### src/rtl/parking_gate_ctrl.sv
// -----------------------------------------------------------------------------
// parking_gate_ctrl
//   Occupancy counter and entry-barrier sequencer. Consumes one-cycle entry (E)
//   and exit (S) pulses from the car-direction detector, tracks the number of
//   cars inside and sequences the entry barrier (IDLE -> OPEN -> CLOSING).
//
// Ports:
//   clk        in   clock
//   rst        in   asynchronous active-high reset
//   req        in   entry request button (level, synchronous to clk)
//   E          in   entry pulse from detector (one cycle)
//   S          in   exit pulse from detector (one cycle)
//   count      out  cars currently inside
//   full       out  count == CAPACITY
//   empty      out  count == 0
//   gate_open  out  barrier command, high while in OPEN
//   denied     out  pulse: request refused because lot is full
//   timeout    out  pulse: gate closed without an entry
//   tailgate   out  pulse: E seen while gate not OPEN
//   err_ovf    out  pulse: E seen while count == CAPACITY
//   err_udf    out  pulse: S seen while count == 0
// -----------------------------------------------------------------------------
module parking_gate_ctrl #(
   parameter int CAPACITY     = 16,
   parameter int CNT_W        = 5,
   parameter int OPEN_CYCLES  = 100,
   parameter int CLOSE_CYCLES = 20
) (
   input  logic             clk,
   input  logic             rst,
   input  logic             req,
   input  logic             E,
   input  logic             S,
   output logic [CNT_W-1:0] count,
   output logic             full,
   output logic             empty,
   output logic             gate_open,
   output logic             denied,
   output logic             timeout,
   output logic             tailgate,
   output logic             err_ovf,
   output logic             err_udf
);

   localparam int TMR_MAX = (OPEN_CYCLES > CLOSE_CYCLES) ? OPEN_CYCLES : CLOSE_CYCLES;
   localparam int TMR_W   = $clog2(TMR_MAX + 1);

   localparam logic [1:0] ST_IDLE    = 2'd0;
   localparam logic [1:0] ST_OPEN    = 2'd1;
   localparam logic [1:0] ST_CLOSING = 2'd2;

   localparam logic [CNT_W-1:0] CAP        = CNT_W'(CAPACITY);
   localparam logic [TMR_W-1:0] OPEN_LOAD  = TMR_W'(OPEN_CYCLES - 1);
   localparam logic [TMR_W-1:0] CLOSE_LOAD = TMR_W'(CLOSE_CYCLES - 1);

   logic [1:0]       state, state_d;
   logic [TMR_W-1:0] timer, timer_d;
   logic [CNT_W-1:0] count_d;
   logic             req_q, req_rise;
   logic             denied_d, timeout_d, tailgate_d, ovf_d, udf_d;

   assign req_rise  = req & ~req_q;
   assign full      = (count == CAP);
   assign empty     = (count == '0);
   assign gate_open = (state == ST_OPEN);

   // Barrier sequencer. The grant check uses the registered count, so an
   // E/S in the same cycle as the request does not affect the decision.
   always_comb begin
      state_d   = state;
      timer_d   = timer;
      denied_d  = 1'b0;
      timeout_d = 1'b0;
      case (state)
         ST_IDLE: begin
            if (req_rise) begin
               if (full) begin
                  denied_d = 1'b1;
               end else begin
                  state_d = ST_OPEN;
                  timer_d = OPEN_LOAD;
               end
            end
         end
         ST_OPEN: begin
            // An entry on the last open cycle wins over the timeout.
            if (E) begin
               state_d = ST_CLOSING;
               timer_d = CLOSE_LOAD;
            end else if (timer == '0) begin
               timeout_d = 1'b1;
               state_d   = ST_CLOSING;
               timer_d   = CLOSE_LOAD;
            end else begin
               timer_d = timer - TMR_W'(1);
            end
         end
         ST_CLOSING: begin
            if (timer == '0) begin
               state_d = ST_IDLE;
            end else begin
               timer_d = timer - TMR_W'(1);
            end
         end
         default: begin
            state_d = ST_IDLE;
            timer_d = '0;
         end
      endcase
   end

   // Occupancy counter. Simultaneous E and S cancel with no error flagged.
   always_comb begin
      count_d    = count;
      ovf_d      = 1'b0;
      udf_d      = 1'b0;
      tailgate_d = E & (state != ST_OPEN);
      if (E && !S) begin
         if (full) ovf_d   = 1'b1;
         else      count_d = count + CNT_W'(1);
      end else if (S && !E) begin
         if (empty) udf_d   = 1'b1;
         else       count_d = count - CNT_W'(1);
      end
   end

   always_ff @(posedge clk or posedge rst) begin
      if (rst) begin
         state    <= ST_IDLE;
         timer    <= '0;
         req_q    <= 1'b0;
         count    <= '0;
         denied   <= 1'b0;
         timeout  <= 1'b0;
         tailgate <= 1'b0;
         err_ovf  <= 1'b0;
         err_udf  <= 1'b0;
      end else begin
         state    <= state_d;
         timer    <= timer_d;
         req_q    <= req;
         count    <= count_d;
         denied   <= denied_d;
         timeout  <= timeout_d;
         tailgate <= tailgate_d;
         err_ovf  <= ovf_d;
         err_udf  <= udf_d;
      end
   end

endmodule

### config.mk
export PLATFORM = sky130hd
export DESIGN_NAME = parking_gate_ctrl
export DESIGN_NICKNAME = d
export VERILOG_FILES = /design/src/rtl/parking_gate_ctrl.sv
export SDC_FILE = /design/constraint.sdc
export NUM_CORES = 1
export LEC_CHECK = 0
export CAP_MARGIN = 20
export CORE_ASPECT_RATIO = 0.8
export CORE_MARGIN = 2
export CORE_UTILIZATION = 47
export CTS_CLUSTER_DIAMETER = 80
export DETAILED_ROUTE_END_ITERATION = 8
export HOLD_SLACK_MARGIN = 0.05
export PLACE_DENSITY = 0.74
export SLEW_MARGIN = 20
export SYNTH_ARGS = -nofsm -noshare
export SYNTH_HDL_FRONTEND = slang
export SYNTH_SLANG_ARGS = --single-unit
### constraint.sdc
create_clock -name clk -period 1.7 [get_ports clk]
set_input_delay 0.34 -clock clk [delete_from_list [all_inputs] [get_ports clk]]
set_output_delay 0.34 -clock clk [all_outputs]
set_load 0.01 [all_outputs]
# --- Word-level counts from Yosys, hierarchy flattened ---
# Cells that the tools add are included.
# W data, S select, Z words.
word_totals:
  register_bits: 20
  inputBits: 5
  word_cells: 63
classes:
  n_addsub: 3
  n_eq_ne: 11
  mux: 26
  bitwise: 3
  reduce_logical: 11
op_table:
  columns: ["op", "count"]
  rows:
  - ["$mux W7", 5]
  - ["$pmux W7 S3", 1]
  - ["$mux W5", 4]
  - ["$mux W1", 10]
  - ["$mux W2", 5]
  - ["$ne A2 B2 Y1 const B", 5]
  - ["$logic_not A7 Y1", 1]
  - ["$sub A7 B1 Y7 const B", 1]
  - ["$pmux W2 S3", 1]
  - ["$reduce_and A3 Y1", 2]
  - ["$add A5 B1 Y5 const B", 1]
  - ["$eq A5 B5 Y1 const B", 1]
  - ["$logic_not A5 Y1", 1]
  - ["$sub A5 B1 Y5 const B", 1]
  - ["$ne A2 B1 Y1 const B", 2]
  - ["$reduce_and A4 Y1", 1]
  - ["$ne A3 B2 Y1 const B", 1]
  - ["$and A1 B1 Y1", 2]
  - ["$eq A2 B1 Y1 const B", 1]
  - ["$eq A2 B2 Y1 const B", 1]
  - ["$logic_and A1 B1 Y1", 2]
  - ["$logic_not A1 Y1", 2]
  - ["$logic_not A2 Y1", 1]
  - ["$reduce_bool A2 Y1", 1]
  - ["$not A1 Y1", 1]

# --- Logic depth before layout (Yosys ltp) ---
depth:
  ltp_word: 4
  depth_mapped: 9

# --- Least setup slack after synthesis ---
# OpenSTA, ideal clock, no wires.
synth_path:
  path_kind: "input-to-reg"
  from: "input S"
  to: "register count[4]"
  setup_ns: 0.079
  t_arrival_ns: 1.897
  required_ns: 1.621
  path_slack_ns: -0.277
  path_stages: 9
  n_path_buf: 0
  path_cell_list: "inv_1 > ha_1 > inv_1 > ha_1 > nor2b_1 > o21a_1 > or3_1 > a21oi_1 > xor2_1"
synth_between:
  elab_chain_len: 4
synth_lines:
  columns: ["element", "line_no", "source"]
  rows:
  - ["from (decl)", "33", "input logic S,"]
  - ["$logic_not A1 Y1", "118", "if (E && !S) begin"]
  - ["$logic_and A1 B1 Y1", "118", null]
  - ["$ne A2 B1 Y1 (no line) (tied with other cells)", null, null]
  - ["$reduce_and A3 Y1 (no line)", null, null]
  - ["to (signal assigned)", "142", "count <= count_d;"]
  - ["to (decl)", "34", "output logic [CNT_W-1:0] count,"]
# Parallel ways exist; a longest one is shown, timed or not.
# A chain may end at the register's enable or synchronous reset.

# --- Final worst setup path ---
layout_path:
  from: "register count[2]"
  to: "output empty"
layout_between:
  elab_chain_len: 1
layout_lines:
  columns: ["element", "line_no", "source"]
  rows:
  - ["$logic_not A5 Y1", "64", "assign empty = (count == '0);"]
  - ["to (decl)", "36", "output logic empty,"]
# No other way between the ends.

==> reports/results.ini <==
[placement]
io_buffer_count = 17
dp_hpwl_microns = 2270
gp_congestion = 0.865

[grt]
antenna_found_initial = 0
first_global_vias = 1095
track_usage_pct = 23.5
grt_max_degree = 21
grt_pass1_wl_microns = 5090
overflow = 0

[logic_synthesis]
ys_seq_area_share_pct = 42.5
synth-seq-cells = 20
async_flop_share_pct = 100
post-synth-top-count-cell = dfrtp_1
yosysTopAreaCell = dfrtp_1
ys_warn_count = 0
synth_edf_count = 0
yosysUniqueCellTypes = 38
yosys-top-cells-count = 20 x dfrtp_1, 12 x inv_1, 12 x nor2_1
syn-num-nets = 134
synth_area_per_cell_sq_um = 9.73
synthFlopType = dfrtp_1
postSynthCellCount = 121
synth.top_cell.area_share_pct = 42.5
ys_top_cells_by_area = dfrtp_1 43%, ha_1 7.4%, a21oi_1 3.8%, inv_1 3.8%, nor2_1 3.8%
syn_area_sq_mm = 0.00118

[setup_path]
worstPathArrival_ns = 1.52
end_kind = primary output
worstSetupPathType = flop to primary output
startpoint_type = flop
worst_path_max_delay_cell = dfrtp_2
worstPathRequired_ns = 1.36
crit_chain = nor4_4 -> buf_4 -> nor2b_4 -> buf_6
cp_max_fo = 3
cpPeakStageDelay_ns = 0.45
r2r_slack_ns = -0.13
crit_buf_inv = 2
crit_family = simple AND/OR/NAND/NOR gates

[clock_network]
cts_buffers = 3
path_clk_slew_ns = 0.11
postCtsHoldBufs = 0
cts_tree = yes
htreeDepth = 1
cts_root_buffer = clkbuf_4
clk_latency_ns = 0.31
cts.sinks = 20
clockBufferDepth = 2

[power_and_ir_drop]
p_per_area_mw_per_mm2 = 1710
power.total_mw = 3.05
irDropWorstVdd_v = 0.000938
total_leakage_power_nw = 0.839

[min_path]
hold_path.class = input pin to asynchronous set/reset pin

[timing]
max_slew.worst_pin.slew_ns = 0.598
fin_worst_skew_ns = 0.00595
min_period_ns = 1.86
hold_slack_ns = 0.345
finalSetupViolCount = 10
tns_ns = -0.846
fin_crit_sh_pct = 110
slew_violations = 0
setup_ws_ns = -0.165
hold_viol = 0
max_slew_margin_pct = 59.9
rsz0062_at_grt = yes
fmax_mhz = 536

[die]
core-area_sq_mm = 0.00242
die_area_sq_mm = 0.00292
io_pins = 18
start_util_pct = 48.6
chipHeight_microns = 48.8
rows = 16
die_w_microns = 60.0

[detailed_routing]
highest-signal-layer = met4
wl_met3_microns = 202
vias = 1125
vias_per_cell = 5.28
routedWlPerCell_microns = 14.8
drtIter0Drc = 38
wl_met2_microns = 1540
drtAntennaViolNets = 0
wl_met1_microns = 1370
drc = 0
routed_wl_microns = 3150
first_pass_iters = 4

[cells_and_area]
finish.net_count = 192
insertedDiodeCount = 0
final_layout_size_suffix_gt1_share_pct = 41.8
post-route-util_pct = 73.6
syn_to_final_growth_pct = 51.4
nFillCells = 168

[job]
drv_cap = 0

[status]
violations = negative setup slack
status = finished with violations

==> placed cells by master, fill, tap and decap left out, drive strengths merged, types with 3 or more instances in the layout <==
master	n
a21o	3
a21oi	9
buf	40
clkbuf	3
clkdlybuf4s50	8
dfrtp	20
dlygate4sd2	7
ha	7
inv	12
nand2	11
nor2	12
nor2b	4
nor3	4
o21ai	7
xor2	3
==> worst register-to-register path: stages, from the launching register on <==
cell and delay [ns]:
dfrtp_2 0.45, nor4_4 0.35, nand2_2 0.12, buf_6 0.14, a221oi_4 0.27, buf_6 0.19
a311oi_2 0.05, a21o_1 0.17
==> where the power goes <==
part	internal [mW]	switching [mW]	total, mW	leakage (nW)
sequential	0.645	0.149	0.794	0.247
combinational	1.04	0.985	2.03	0.578
clock	0.0829	0.144	0.227	0.0138
total	1.77	1.28	3.05	0.839
==> logic make-up (layout without fill, tap and decap cells) <==
logic type / after synthesis / in the layout / synth area share [%]
and+or+nand+nor: 40 / 40 / 19.4
AOI/OAI and AO/OA: 34 / 34 / 20.5
DFF: 20 / 20 / 42.5
buffers and inverters: 14 / 70 / 4.67
adders and majority gates: 8 / 8 / 9.14
xor gates and xnor gates: 5 / 5 / 3.72
==> per-layer routing <==
layer  GRT usage, %  up-vias
li1               -      540
met1           31.3      538
met2           37.3       41
met3           6.15        6
met4           7.04        0
met5              0        -
==> repair_timing <==
item                                    CTS  global route
resized for setup                        31            10
pin swaps                                16            12
setup buffers                             4             6
endpoints found under the setup margin   17            14
==> per-stage QoR <==
| step | setup WS (ns) | instance area, sq um | std cells |
|---|---|---|---|
| CTS | -0.153 | 1710 | 207 |
| floorplan | -0.0435 | 1210 | 121 |
| global placement | -0.557 | 1630 | 201 |
| global route | -0.231 | 1780 | 213 |
| detailed placement | -0.624 | 1630 | 201 |
| finish | -0.165 | 1780 | 213 |
==> sequential cells by signal, indices dropped and copies added (netlist names) <==
register	flops
req_q	1
count	5
denied	1
err_ovf	1
state	2
timer	7
timeout	1
tailgate	1
err_udf	1
==> final timing paths <==
check / end / from / depth (start not counted)
worst min register to register: timer[6] / timer[6] / 2
min in group clk: req_q / req / 1
worst min-delay path: err_udf / rst / 3
worst max register to register: timer[1] / count[2] / 7
worst max-delay path: empty / count[2] / 4
max in group asynchronous: count[2] / rst / 3
==> area by class of cell <==
type                    count  area [sq um]  area share, %
multi-input cells          87           701           39.3
flip-flops and latches     20           503           28.2
repair buffers             55           464           26.0
inverters                  12          47.5           2.67
well taps                  36          45.0           2.53
clock buffers               3          22.5           1.26
Note: power is estimated with default switching activity, not from simulation.
